`src/rtl/matrix_feeder.sv`:
```
// Streams two 4x4 operand matrices into a systolic array, one (A,B) pair per beat.
// Beat n carries A row n/4 element n%4 and B column n/4 element n%4.
module matrix_feeder #(
  parameter int DATA_WIDTH = 8,
  parameter int SIZE       = 4
) (
  input  logic                  clk,
  input  logic                  rst_n,
  input  logic                  wr_en,
  input  logic                  wr_sel,
  input  logic [3:0]            wr_addr,
  input  logic [DATA_WIDTH-1:0] wr_data,
  input  logic                  start,
  input  logic                  read_data,
  input  logic                  done,
  output logic                  data_valid,
  output logic [DATA_WIDTH-1:0] data_in_A,
  output logic [DATA_WIDTH-1:0] data_in_B,
  output logic                  busy,
  output logic                  feed_done,
  output logic                  overrun
);

  localparam int NELEM = SIZE * SIZE;

  typedef enum logic [1:0] {
    S_IDLE   = 2'd0,
    S_STREAM = 2'd1,
    S_WAIT   = 2'd2
  } state_t;

  state_t                r_state, w_state_nxt;
  logic [3:0]            r_beat, w_beat_nxt;
  logic                  r_valid, w_valid_nxt;
  logic [DATA_WIDTH-1:0] r_a, r_b, w_a_nxt, w_b_nxt;
  logic                  r_feed_done, w_feed_done_nxt;
  logic                  r_overrun, w_overrun_nxt;

  logic [DATA_WIDTH-1:0] r_mem_a [NELEM];
  logic [DATA_WIDTH-1:0] r_mem_b [NELEM];

  logic                  w_busy;
  logic                  w_wr_ok;
  logic [3:0]            w_idx;
  logic [3:0]            w_idx_b;
  logic [DATA_WIDTH-1:0] w_rd_a, w_rd_b;

  assign w_busy  = (r_state != S_IDLE);
  // Host writes only land in IDLE and never while reset is asserted.
  assign w_wr_ok = wr_en && !rst_n && !w_busy;

  // Operand storage has no reset so contents survive an aborted stream.
  always_ff @(posedge clk) begin
    if (w_wr_ok) begin
      if (wr_sel) r_mem_b[wr_addr] <= wr_data;
      else        r_mem_a[wr_addr] <= wr_data;
    end
  end

  // B is walked column-wise: index {k, r} where beat = {r, k}.
  assign w_idx_b = {w_idx[1:0], w_idx[3:2]};

  // Forward a same-cycle write so write+start streams the new value on beat 0.
  always_comb begin
    w_rd_a = r_mem_a[w_idx];
    w_rd_b = r_mem_b[w_idx_b];
    if (w_wr_ok && !wr_sel && (wr_addr == w_idx))   w_rd_a = wr_data;
    if (w_wr_ok &&  wr_sel && (wr_addr == w_idx_b)) w_rd_b = wr_data;
  end

  always_ff @(posedge clk) begin
    if (rst_n) begin
      r_state     <= S_IDLE;
      r_beat      <= '0;
      r_valid     <= 1'b0;
      r_a         <= '0;
      r_b         <= '0;
      r_feed_done <= 1'b0;
      r_overrun   <= 1'b0;
    end else begin
      r_state     <= w_state_nxt;
      r_beat      <= w_beat_nxt;
      r_valid     <= w_valid_nxt;
      r_a         <= w_a_nxt;
      r_b         <= w_b_nxt;
      r_feed_done <= w_feed_done_nxt;
      r_overrun   <= w_overrun_nxt;
    end
  end

  always_comb begin
    w_state_nxt     = r_state;
    w_beat_nxt      = r_beat;
    w_valid_nxt     = r_valid;
    w_feed_done_nxt = 1'b0;
    w_overrun_nxt   = r_overrun || (w_busy && (start || wr_en));
    w_idx           = r_beat;

    case (r_state)
      S_IDLE: begin
        if (start) begin
          w_state_nxt   = S_STREAM;
          w_beat_nxt    = 4'd0;
          w_valid_nxt   = 1'b1;
          w_idx         = 4'd0;
          w_overrun_nxt = 1'b0;
        end
      end
      S_STREAM: begin
        if (r_valid && read_data) begin
          if (r_beat == 4'd15) begin
            // Counter parks at 15 until the next accepted start.
            w_state_nxt = S_WAIT;
            w_valid_nxt = 1'b0;
          end else begin
            w_beat_nxt = r_beat + 4'd1;
            w_idx      = r_beat + 4'd1;
          end
        end
      end
      S_WAIT: begin
        if (done) begin
          w_state_nxt     = S_IDLE;
          w_feed_done_nxt = 1'b1;
        end
      end
      default: begin
        w_state_nxt = S_IDLE;
        w_valid_nxt = 1'b0;
      end
    endcase

    w_a_nxt = w_valid_nxt ? w_rd_a : '0;
    w_b_nxt = w_valid_nxt ? w_rd_b : '0;
  end

  assign data_valid = r_valid;
  assign data_in_A  = r_a;
  assign data_in_B  = r_b;
  assign busy       = w_busy;
  assign feed_done  = r_feed_done;
  assign overrun    = r_overrun;

endmodule

```
`config.mk`:
```
export PLATFORM = sky130hd
export DESIGN_NAME = matrix_feeder
export DESIGN_NICKNAME = d
export VERILOG_FILES = /design/src/rtl/matrix_feeder.sv
export SDC_FILE = /design/constraint.sdc
export NUM_CORES = 1
export LEC_CHECK = 0
export ABC_AREA = 0
export CORE_ASPECT_RATIO = 0.9
export CORE_UTILIZATION = 55
export CTS_CLUSTER_SIZE = 30
export DETAILED_ROUTE_END_ITERATION = 7
export HOLD_SLACK_MARGIN = 0.06
export PLACE_DENSITY = 0.73
export SLEW_MARGIN = 20
export SYNTH_ARGS = -nofsm -noshare
export SYNTH_HDL_FRONTEND = slang
export SYNTH_SLANG_ARGS = --single-unit
```
`constraint.sdc`:
```
create_clock -name clk -period 3.06 [get_ports clk]
set_input_delay 0.459 -clock clk [delete_from_list [all_inputs] [get_ports clk]]
set_output_delay 0.459 -clock clk [all_outputs]
set_load 0.02 [all_outputs]
```
==> summary.md <==
| Metric | Value |
|---|---|
| Status | finished, final reports clean |
| Mapped Avg Cell Area | 14.9 µm² |
| Clock Path Buffers | 3 |
| Share of cells above drive strength 1 | 17.2% |
| R2r worst-path depth | 9 |
| Initial antenna violation count | 0 |
| Synth Flop Type | edfxtp_1 |
| DRT Wirelength | 26000 µm |
| Worst-path maximum fanout | 11 |
| CP startpoint kind | flop |
| Largest net degree at the start of global routing | 42 |
| Period minus WS final | 2.85 ns |
| CTS tree | yes |
| Root Driver | clkbuf_16 |
| Crit path capture type | flop |
| Endpoint, Worst Hold | overrun$_SDFF_PP0_ |
| Cell mode on critical path | nand3_1 |
| Worst hold path startpoint | overrun$_SDFF_PP0_ |
| DP Wirelength | 16900 µm |
| CP cell instances | ha_2 > nand3_1 > nand3_1 > buf_12 > a21oi_1 > or4_4 > o311ai_4 > nand4b_1 > o211ai_1 |
| Final hold slack | 0.461 ns |
| Slowest CP cell | or4_4 |
| Clock Power Share | 43.7% |
| Sequential share of power | 52.0% |
| Hold Crit Class | reg2reg |
| Placer Congestion | 0.952 |
| Endpoints failing hold | 0 |
| Reg-to-reg slack, setup | 0.21 ns |
| Synth unique cells | 59 |
| GR Util All Layers | 25.1% |
| Gate Count Post-Synth | 757 |
| Int Power | 0.00653 W |
| Grt ovf | 0 |
| NumNets Final | 883 |
| RSZ-0062 raised after global routing | no |
| First-pass GRT wire length | 40400 µm |
| Sequential share of the synthesized area | 72.4% |
| Sw frac | 19.6% |
| Final ANT Viol Nets | 0 |
| Vias per Instance | 6.26 |
| Slowest Stage Delay on Critical Path | 0.55 ns |
| Worst R2R Start | r_beat[0]$_SDFF_PP0_ |
| Net switching power | 0.00159 W |
| Syn. warnings | 0 |
| Vias | 7121 |
| Achievable frequency | 351 MHz |
| WS Path Type | reg2reg |
| Simple-gate share of the synthesized area | 11.3% |
| Hold Buf Count CTS | 0 |
| Residual DRC | 0 |
| Mapped cell area | 0.0113 mm² |
| Vias in the first global route | 6997 |
| Avg WL per Cell | 22.9 µm |
| Tcrit/Tclk final | 93.1% |
| Layout Area Growth over Synthesis | 18.8% |
| Complex-gate fraction of the synthesized area | 6.97% |
| Die X | 153 µm |
| Initial Utilization | 56.4% |
| Diodes inserted | 0 |
| Async SR Flop Fraction | 0% |
| Number of synthesized flops with an enable pin | 256 |
| Max Cap Viol | 0 |
| Crit path required time | 3.45 ns |
| I/O Pins | 39 |
| Hold depth | 2 |
| Layout Utilization | 67.1% |
| Synth Area in XOR/XNOR | 0.232% |
| Post-synthesis mux area share | 7.01% |
| Slew margin rel. | 33.4% |
| R2R Path End | data_in_A[0]$_SDFF_PP0_ |
| Power Dens Cells | 604 mW/mm² |
| First-pass DRT Iterations | 5 |
| Largest family of logic cells by synthesized area | simple AND/OR/NAND/NOR gates |
| DR iter-0 viols | 784 |
| Register bit total from synthesis | 281 |
| Htree depth | 1 |
| CTS sink cnt | 281 |
| Final slew viol count | 0 |
| Post-Route Setup TNS | 0 ns |
| Comb power frac | 4.3% |
| Die Footprint | 0.0212 mm² |
| CP Data Arrival Time | 3.24 ns |
| Clk pin slew, worst setup/hold paths | 0.06 ns |
| Filler Cells Inserted | 1309 |
| CORE AREA | 0.0200 mm² |
| Total CTS buffers | 27 |
| Worst slew pin tran | 0.997 ns |
| Rows | 49 |
| Worst-skew pair later-pin latency | 0.52 ns |
| IO Port Bufs | 38 |
| Setup violators final | 0 |
| Vert. Die Dim | 138 µm |
| Synth Area in Adders | 0.111% |
| Clock Skew | 0.00825 ns |
| Syn Nets | 777 |
| Maximum vdd drop | 0.000543 V |
| Leak | 4.77 nW |
[synthesized netlist by cell type (all sizes together), types with 8 or more instances]
| cell | instances | area (µm²) |
|---|---|---|
| nand4 | 17 | 106 |
| o21ai | 12 | 63.8 |
| nand2 | 121 | 462 |
| a21oi | 10 | 53.8 |
| dfxtp | 25 | 500 |
| nand3 | 27 | 135 |
| nor3 | 15 | 86.3 |
| mux2i | 41 | 410 |
| mux4 | 16 | 360 |
| a311oi | 9 | 78.8 |
| a31oi | 16 | 100 |
| nand4b | 8 | 76.3 |
| a211oi | 17 | 128 |
| o211ai | 11 | 87.6 |
| edfxtp | 256 | 7690 |
| clkbuf | 16 | 60.1 |
| and3 | 15 | 93.8 |
| nor2 | 39 | 146 |
| buf | 24 | 144 |
[stage by stage]
step | area, µm² | setup slack [ns] | std cells | power [W]
2_1_floorplan | 11300 | 0.658 | 757 | 0.00446
3_3_place_gp | 12500 | -0.0388 | 1088 | 0.00464
3_5_place_dp | 12500 | -0.104 | 1088 | 0.00465
4_1_cts | 13400 | 0.196 | 1137 | 0.00814
5_1_grt | 13400 | 0.0793 | 1138 | 0.00833
6_report | 13400 | 0.211 | 1138 | 0.00812
[sequential cells by signal, summed over array words and instances, names as in the netlist]
signal	flops
r_mem_a	128
r_mem_b	128
data_in_A	8
data_in_B	8
r_beat	4
r_state	2
data_valid	1
feed_done	1
overrun	1
[how the worst max path moves through the flow]
stage	startpoint	to	cells after the start
2_1_floorplan	r_state[0]$_SDFFE_PP0P_	r_mem_a[12][0]$_DFFE_PP_	6
3_3_place_gp	read_data	data_in_B[0]$_SDFF_PP0_	9
3_5_place_dp	read_data	data_in_B[0]$_SDFF_PP0_	9
4_1_cts	r_beat[0]$_SDFF_PP0_	data_in_A[0]$_SDFF_PP0_	9
5_1_grt	r_beat[0]$_SDFF_PP0_	data_in_A[6]$_SDFF_PP0_	9
6_report	r_beat[0]$_SDFF_PP0_	data_in_A[0]$_SDFF_PP0_	9
[what timing repair did]
| action | 4_1_cts | 5_1_grt |
|---|---|---|
| gates resized for setup | 0 | 1 |
| endpoints found under the setup margin | 0 | 5 |
| setup buffers | 0 | 1 |
[power groups by stage]
stage,clock network [W],registers (W),logic [W]
floorplan,0,0.00432,0.000139
global placement,0,0.00431,0.000331
detailed placement,0,0.00431,0.000345
CTS,0.00357,0.00423,0.000347
global route,0.00373,0.00423,0.000374
finish,0.00354,0.00423,0.000349
[layout by cell type (no fill, tap or decap), types with 6 or more instances in the layout]
master / synthesis / layout
a31oi_1: 16 / 16
mux2i_1: 41 / 41
nand4_1: 17 / 17
clkdlybuf4s50_1: 0 / 38
clkbuf_16: 0 / 27
nand3_1: 27 / 27
a211oi_1: 17 / 17
o211ai_1: 10 / 10
nand4b_1: 7 / 7
buf_4: 6 / 73
nor2_1: 39 / 38
nand2_1: 120 / 119
buf_12: 0 / 6
a311oi_1: 9 / 9
nor3_1: 14 / 14
bufinv_16: 0 / 6
mux4_2: 16 / 16
o32ai_1: 7 / 7
o21ai_0: 8 / 8
dfxtp_1: 25 / 25
a21oi_1: 9 / 9
o22ai_1: 7 / 7
edfxtp_1: 256 / 256
and3_1: 15 / 15
a32oi_1: 7 / 7
inv_1: 6 / 6
[logic make-up (layout without fill, tap and decap cells)]
logic type | after synthesis | after routing
DFF | 281 | 281
buffers and inverters | 46 | 172
muxes | 59 | 59
adders and majority gates | 1 | 1
and+or+nand+nor | 262 | 262
AOI/OAI and AO/OA | 105 | 105
xor gates and xnor gates | 3 | 3
[worst max-delay path, delay by kind of cell (launching register included)]
| kind | cells | cell delay [ns] |
|---|---|---|
| compound gates | 3 | 0.54 |
| fa+ha+maj | 1 | 0.32 |
| buf+inv | 1 | 0.17 |
| flops | 1 | 0.51 |
| simple gates | 4 | 1.17 |
[layout make-up]
class / count / area (µm²) / area share (%)
Tap cell: 255 / 319 / 2.37
Inverter: 6 / 22.5 / 0.168
Multi-Input combinational cell: 430 / 2910 / 21.7
Timing Repair Buffer: 117 / 1050 / 7.80
Sequential cell: 281 / 8190 / 60.9
Clock inverter: 14 / 216 / 1.61
Clock buffer: 35 / 736 / 5.47
[layer usage]
layer	wire length, µm	global-route usage (%)	vias to the layer above
li1	-	-	3161
met1	11600	39.3	3577
met2	11800	37.7	341
met3	2240	3.86	42
met4	410	5.26	0
met5	0	0	-
Note: power is estimated with default switching activity, not from simulation.
==> patch 1 (config.mk and constraints unchanged) <==
Reset style: asynchronous (`rst_n`), changed in one clocked block.
--- a/src/rtl/matrix_feeder.sv
+++ b/src/rtl/matrix_feeder.sv
@@ -68,7 +68,7 @@
     if (w_wr_ok &&  wr_sel && (wr_addr == w_idx_b)) w_rd_b = wr_data;
   end
 
-  always_ff @(posedge clk) begin
+  always_ff @(posedge clk or posedge rst_n) begin
     if (rst_n) begin
       r_state     <= S_IDLE;
       r_beat      <= '0;
Function: differs if rst_n is asserted again (counterexample within 4 cycles, from zero or initial values and one cycle with rst_n high); with rst_n held inactive, the same outputs for 4 cycles.
==> patch 1 against the unedited design <==
- final area increased by 1.5%
- sequential cell count unchanged
- wire length increased by 1.3%
- worst setup slack better by 0.012 ns
- area after synthesis rose by 1.3%
- clock skew fell by 0.0022 ns
Power is not compared: it rests on default switching activity, and its combinational part moved more than twofold at a synthesized area within 25%.
==> patch 1: results (changes against the unedited design) <==
<table>
<tr><th>Metric</th><th>Value</th></tr>
<tr><th colspan="2">Global route</th></tr>
<tr><td>Number of global-route vias before repair</td><td>6950 (was 6997)</td></tr>
<tr><td>Pin count of the biggest net entering global routing</td><td>35 (was 42)</td></tr>
<tr><td>All-Layer GR Usage</td><td>25.1% (about the same)</td></tr>
<tr><td>Global-route wire length before repair</td><td>40200 um (was 40400 um)</td></tr>
<tr><th colspan="2">Synth</th></tr>
<tr><td>Ranking of synthesized cells by instance count</td><td>sky130_fd_sc_hd__edfxtp_1, sky130_fd_sc_hd__nand2_1, sky130_fd_sc_hd__mux2i_1, sky130_fd_sc_hd__nand3_1, sky130_fd_sc_hd__nor2_1 (was sky130_fd_sc_hd__edfxtp_1, sky130_fd_sc_hd__nand2_1, sky130_fd_sc_hd__mux2i_1, sky130_fd_sc_hd__nor2_1, sky130_fd_sc_hd__nand3_1)</td></tr>
<tr><td>Proportion of register bits with asynchronous set or reset after synthesis</td><td>8.90% (was 0%)</td></tr>
<tr><td>Synthesized net count</td><td>770 (was 777)</td></tr>
<tr><th colspan="2">Setup path</th></tr>
<tr><td>Largest stage delay on the critical path</td><td>0.46 ns (was 0.55 ns)</td></tr>
<tr><td>Critical path's slowest cell</td><td>sky130_fd_sc_hd__dfrtp_1 (was sky130_fd_sc_hd__or4_4)</td></tr>
<tr><td>CP max FO</td><td>7 (was 11)</td></tr>
<tr><td>Critical path arrival</td><td>3.31 ns (was 3.24 ns)</td></tr>
<tr><th colspan="2">Status</th></tr>
<tr><td>Run status</td><td>complete, no violations (unchanged)</td></tr>
<tr><th colspan="2">Place</th></tr>
<tr><td>Final HPWL from detailed placement</td><td>17500 um (was 16900 um)</td></tr>
<tr><td>Post-Place Setup Slack</td><td>-0.0903 ns (was -0.104 ns)</td></tr>
<tr><td>Placement Cell Area</td><td>12700 um^2 (was 12500 um^2)</td></tr>
<tr><th colspan="2">STA</th></tr>
<tr><td>Setup skew after layout</td><td>0.00605 ns (was 0.00825 ns)</td></tr>
<tr><td>Worst-case hold slack</td><td>0.223 ns (was 0.461 ns)</td></tr>
<tr><td>Slew Limit Headroom</td><td>35.5% (was 33.4%)</td></tr>
<tr><th colspan="2">Cells and area</th></tr>
<tr><td>Filler Cells Inserted</td><td>1297 (was 1309)</td></tr>
<tr><td>Layout net count</td><td>893 (was 883)</td></tr>
<tr><td>Share of final-layout standard cells stronger than drive strength 1</td><td>20.7% (was 17.2%)</td></tr>
<tr><th colspan="2">Route</th></tr>
<tr><td>Drt initial violations</td><td>792 (was 784)</td></tr>
<tr><td>Average detailed-routed wire length per instance</td><td>22.9 um (about the same)</td></tr>
<tr><td>Vias per std cell</td><td>6.10 (was 6.26)</td></tr>
<tr><th colspan="2">Power</th></tr>
<tr><td>Total power</td><td>13.2 mW</td></tr>
<tr><th colspan="2">Clock tree</th></tr>
<tr><td>Worst-Skew Late Latency</td><td>0.54 ns (was 0.52 ns)</td></tr>
<tr><td>Number of buffers created by CTS</td><td>28 (was 27)</td></tr>
</table>
[patch 1: final cells by class]
| cell class | count | share of cell area [%] |
|---|---|---|
| clock buffers | 38 | 5.79 |
| clock inverters | 14 | 1.06 |
| inverters | 10 | 0.321 |
| multi-input cells | 421 | 20.9 |
| flip-flops and latches | 281 | 60.9 |
| well taps | 255 | 2.34 |
| repair buffers | 131 | 8.64 |
[patch 1: repair_timing]
action | 4_1_cts | 5_1_grt
buffers inserted | 0 | 0
gates resized for setup | 0 | 2
setup endpoints to repair | 0 | 9
[patch 1: cell families after synthesis]
group / after synthesis / share of synthesized area [%]
fa+ha+maj: 1 / 0.109
simple gates: 221 / 9.15
flops: 281 / 72.5
compound gates: 104 / 6.87
buf+inv: 48 / 2.69
mux: 87 / 7.99
xor+xnor: 8 / 0.677
[patch 1: per-layer routing]
layer | global-route usage, % | vias to the layer above | wire, um
met3 | 3.94 | 38 | 2290
li1 | - | 3144 | -
met2 | 39.7 | 358 | 12500
met5 | 0 | - | 0
met4 | 6.79 | 0 | 452
met1 | 36.5 | 3479 | 11100
[patch 1: worst paths after layout]
check / cells after the start / from / end
max: 11 / r_beat[0]$_DFF_PP0_ / data_in_B[2]$_DFF_PP0_
min: 2 / rst_n / data_in_B[0]$_DFF_PP0_
max reg2reg: 11 / r_beat[0]$_DFF_PP0_ / data_in_B[2]$_DFF_PP0_
min reg2reg: 2 / overrun$_DFF_PP0_ / overrun$_DFF_PP0_
max in group asynchronous: 3 / rst_n / data_in_A[7]$_DFF_PP0_
min in group clk: 3 / done / feed_done$_DFF_PP0_
[patch 1: stage by stage]
stage	util, %	TNS (ns)	instances
2_1_floorplan	-	0	750
3_3_place_gp	63.0	-0.334	1098
3_5_place_dp	63.0	-0.784	1098
4_1_cts	67.6	0	1150
5_1_grt	67.7	0	1150
6_report	67.7	0	1150
==> patch 2 (same settings) <==
Made on the original files. `DATA_WIDTH`: 8 -> 9.
--- a/src/rtl/matrix_feeder.sv
+++ b/src/rtl/matrix_feeder.sv
@@ -1,7 +1,7 @@
 // Streams two 4x4 operand matrices into a systolic array, one (A,B) pair per beat.
 // Beat n carries A row n/4 element n%4 and B column n/4 element n%4.
 module matrix_feeder #(
-  parameter int DATA_WIDTH = 8,
+  parameter int DATA_WIDTH = 9,
   parameter int SIZE       = 4
 ) (
   input  logic                  clk,
Ports: changed (resized data_in_A, data_in_B and wr_data); port bits go from 39 to 42. No check against the original RTL was run, so the function may have changed too.
==> patch 2 against the unedited design <==
- the run now ends with DRC left
- total power is 9.8% higher
- count of clock-buffer cells in the layout is 12 higher
- hold slack better by 0.013 ns
- global-route usage is 2.3 points higher
- sequential cell count is 34 higher
- critical path depth is 1 higher
- wire length is 26% higher
- maximum frequency is 0.15% lower
- synthesized cell count is 15% higher
- sequential power is 12% higher
- final area is 18% higher
- worst setup slack worse by 0.0043 ns
- core utilization is 0.24 points higher
- area after synthesis is 17% higher
- critical path type unchanged
==> patch 2: results (changes against the unedited design) <==
<table>
<tr><th>Metric</th><th>Value</th></tr>
<tr><th colspan="2">Cells and area</th></tr>
<tr><td>Filler Cells Inserted</td><td>1617 (was 1309)</td></tr>
<tr><td>Layout net count</td><td>1053 (was 883)</td></tr>
<tr><th colspan="2">Status</th></tr>
<tr><td>Violations in the final reports</td><td>DRC</td></tr>
<tr><td>Run status</td><td>finished, violations left (was complete, no violations)</td></tr>
<tr><th colspan="2">Global route</th></tr>
<tr><td>Number of global-route vias before repair</td><td>8230 (was 6997)</td></tr>
<tr><td>All-Layer GR Usage</td><td>27.4% (was 25.1%)</td></tr>
<tr><th colspan="2">Route</th></tr>
<tr><td>Drt initial violations</td><td>1059 (was 784)</td></tr>
<tr><td>Vias per std cell</td><td>6.34 (was 6.26)</td></tr>
<tr><td>Total vias in the final route</td><td>8613 (was 7121)</td></tr>
<tr><td>Total detailed-routing wirelength</td><td>32900 um (was 26000 um)</td></tr>
<tr><td>Number of design rule violations left after detail routing</td><td>6 (was 0)</td></tr>
<tr><th colspan="2">Place</th></tr>
<tr><td>Dpl cells</td><td>1298 (was 1088)</td></tr>
<tr><td>Final HPWL from detailed placement</td><td>21900 um (was 16900 um)</td></tr>
<tr><th colspan="2">Synth</th></tr>
<tr><td>Ranking of synthesized cells by instance count</td><td>sky130_fd_sc_hd__edfxtp_1, sky130_fd_sc_hd__mux2i_1, sky130_fd_sc_hd__nand2_1, sky130_fd_sc_hd__nor2_1, sky130_fd_sc_hd__o22ai_1 (was sky130_fd_sc_hd__edfxtp_1, sky130_fd_sc_hd__nand2_1, sky130_fd_sc_hd__mux2i_1, sky130_fd_sc_hd__nor2_1, sky130_fd_sc_hd__nand3_1)</td></tr>
<tr><td>Synthesized net count</td><td>895 (was 777)</td></tr>
<tr><td>Sequential cell area fraction in the yosys report</td><td>69.7% (was 72.4%)</td></tr>
<tr><th colspan="2">Setup path</th></tr>
<tr><td>CP max FO</td><td>15 (was 11)</td></tr>
<tr><td>Critical path's slowest cell</td><td>sky130_fd_sc_hd__nor2b_1 (was sky130_fd_sc_hd__or4_4)</td></tr>
<tr><th colspan="2">STA</th></tr>
<tr><td>Setup skew after layout</td><td>0.0136 ns (was 0.00825 ns)</td></tr>
<tr><td>Transition time at the pin with the least slew margin</td><td>1.02 ns (was 0.997 ns)</td></tr>
</table>
[patch 2: changes by cell type in the layout (fill, tap and decap cells not counted), sizes merged, moves of 14 or more]
| cell | delta |
|---|---|
| mux2i | +44 |
| o22ai | +24 |
| buf | +52 |
| o221ai | +16 |
| o21a | +14 |
| edfxtp | +32 |
| nand2 | -50 |
[patch 2: critical path, delay by kind of cell (launching register included)]
kind | cells | cell delay [ns]
compound gates | 4 | 0.78
fa+ha+maj | 1 | 0.35
buf+inv | 2 | 0.44
mux | 1 | 0.27
simple gates | 2 | 0.53
flops | 1 | 0.35
[patch 2: path summary, 6_finish.rpt]
check / startpoint / end / slack, ns / cells past startpoint
worst max register to register: r_beat[1]$_SDFF_PP0_ / data_in_B[6]$_SDFF_PP0_ / 0.21 / 10
worst min-delay path: overrun$_SDFF_PP0_ / overrun$_SDFF_PP0_ / 0.47 / 2
worst min register to register: overrun$_SDFF_PP0_ / overrun$_SDFF_PP0_ / 0.47 / 2
worst max-delay path: r_beat[1]$_SDFF_PP0_ / data_in_B[6]$_SDFF_PP0_ / 0.21 / 10
[patch 2: per-layer routing]
layer	part of all wire, %	GRT usage [%]	vias up
li1	-	-	3820
met1	43	41.9	4259
met2	45	40.4	478
met3	10	5.39	56
met4	2.0	6.70	0
met5	0	0	-
[patch 2: report_power, final]
part	internal [mW]	switching [mW]
Combinational	0.155	0.245
Clock	2.19	1.58
Sequential	4.73	0.0154
[patch 2: metrics by stage]
| step | setup WS, ns | setup TNS, ns | hold slack (ns) | instance area (um^2) |
|---|---|---|---|---|
| after CTS | 0.219 | 0 | 0.480 | 15800 |
| after detailed placement | -0.0899 | -0.462 | 0.469 | 14800 |
| after global placement | -0.0365 | -0.0765 | 0.463 | 14800 |
| after floorplan | 0.531 | 0 | 0.547 | 13200 |
| final | 0.207 | 0 | 0.474 | 15800 |
| after global routing | 0.0760 | 0 | 0.508 | 15800 |
[patch 2: cells by family after synthesis]
family	count (synthesis)	share of synthesized area [%]
flip-flops	315	69.7
XOR/XNOR	6	0.398
AO/OA/AOI/OAI	179	10.0
AND/OR/NAND/NOR	218	8.62
buffers and inverters	54	2.49
multiplexers	101	8.73
adder cells (fa/ha/maj)	1	0.0948
[patch 2: area by class of cell]
| cell class | instances | share of cell area [%] |
|---|---|---|
| Tap cell | 302 | 2.39 |
| Clock inverter | 13 | 0.650 |
| Sequential cell | 315 | 58.2 |
| Clock buffer | 47 | 5.82 |
| Timing Repair Buffer | 172 | 9.62 |
| Multi-Input combinational cell | 505 | 23.3 |
| Inverter | 4 | 0.0950 |
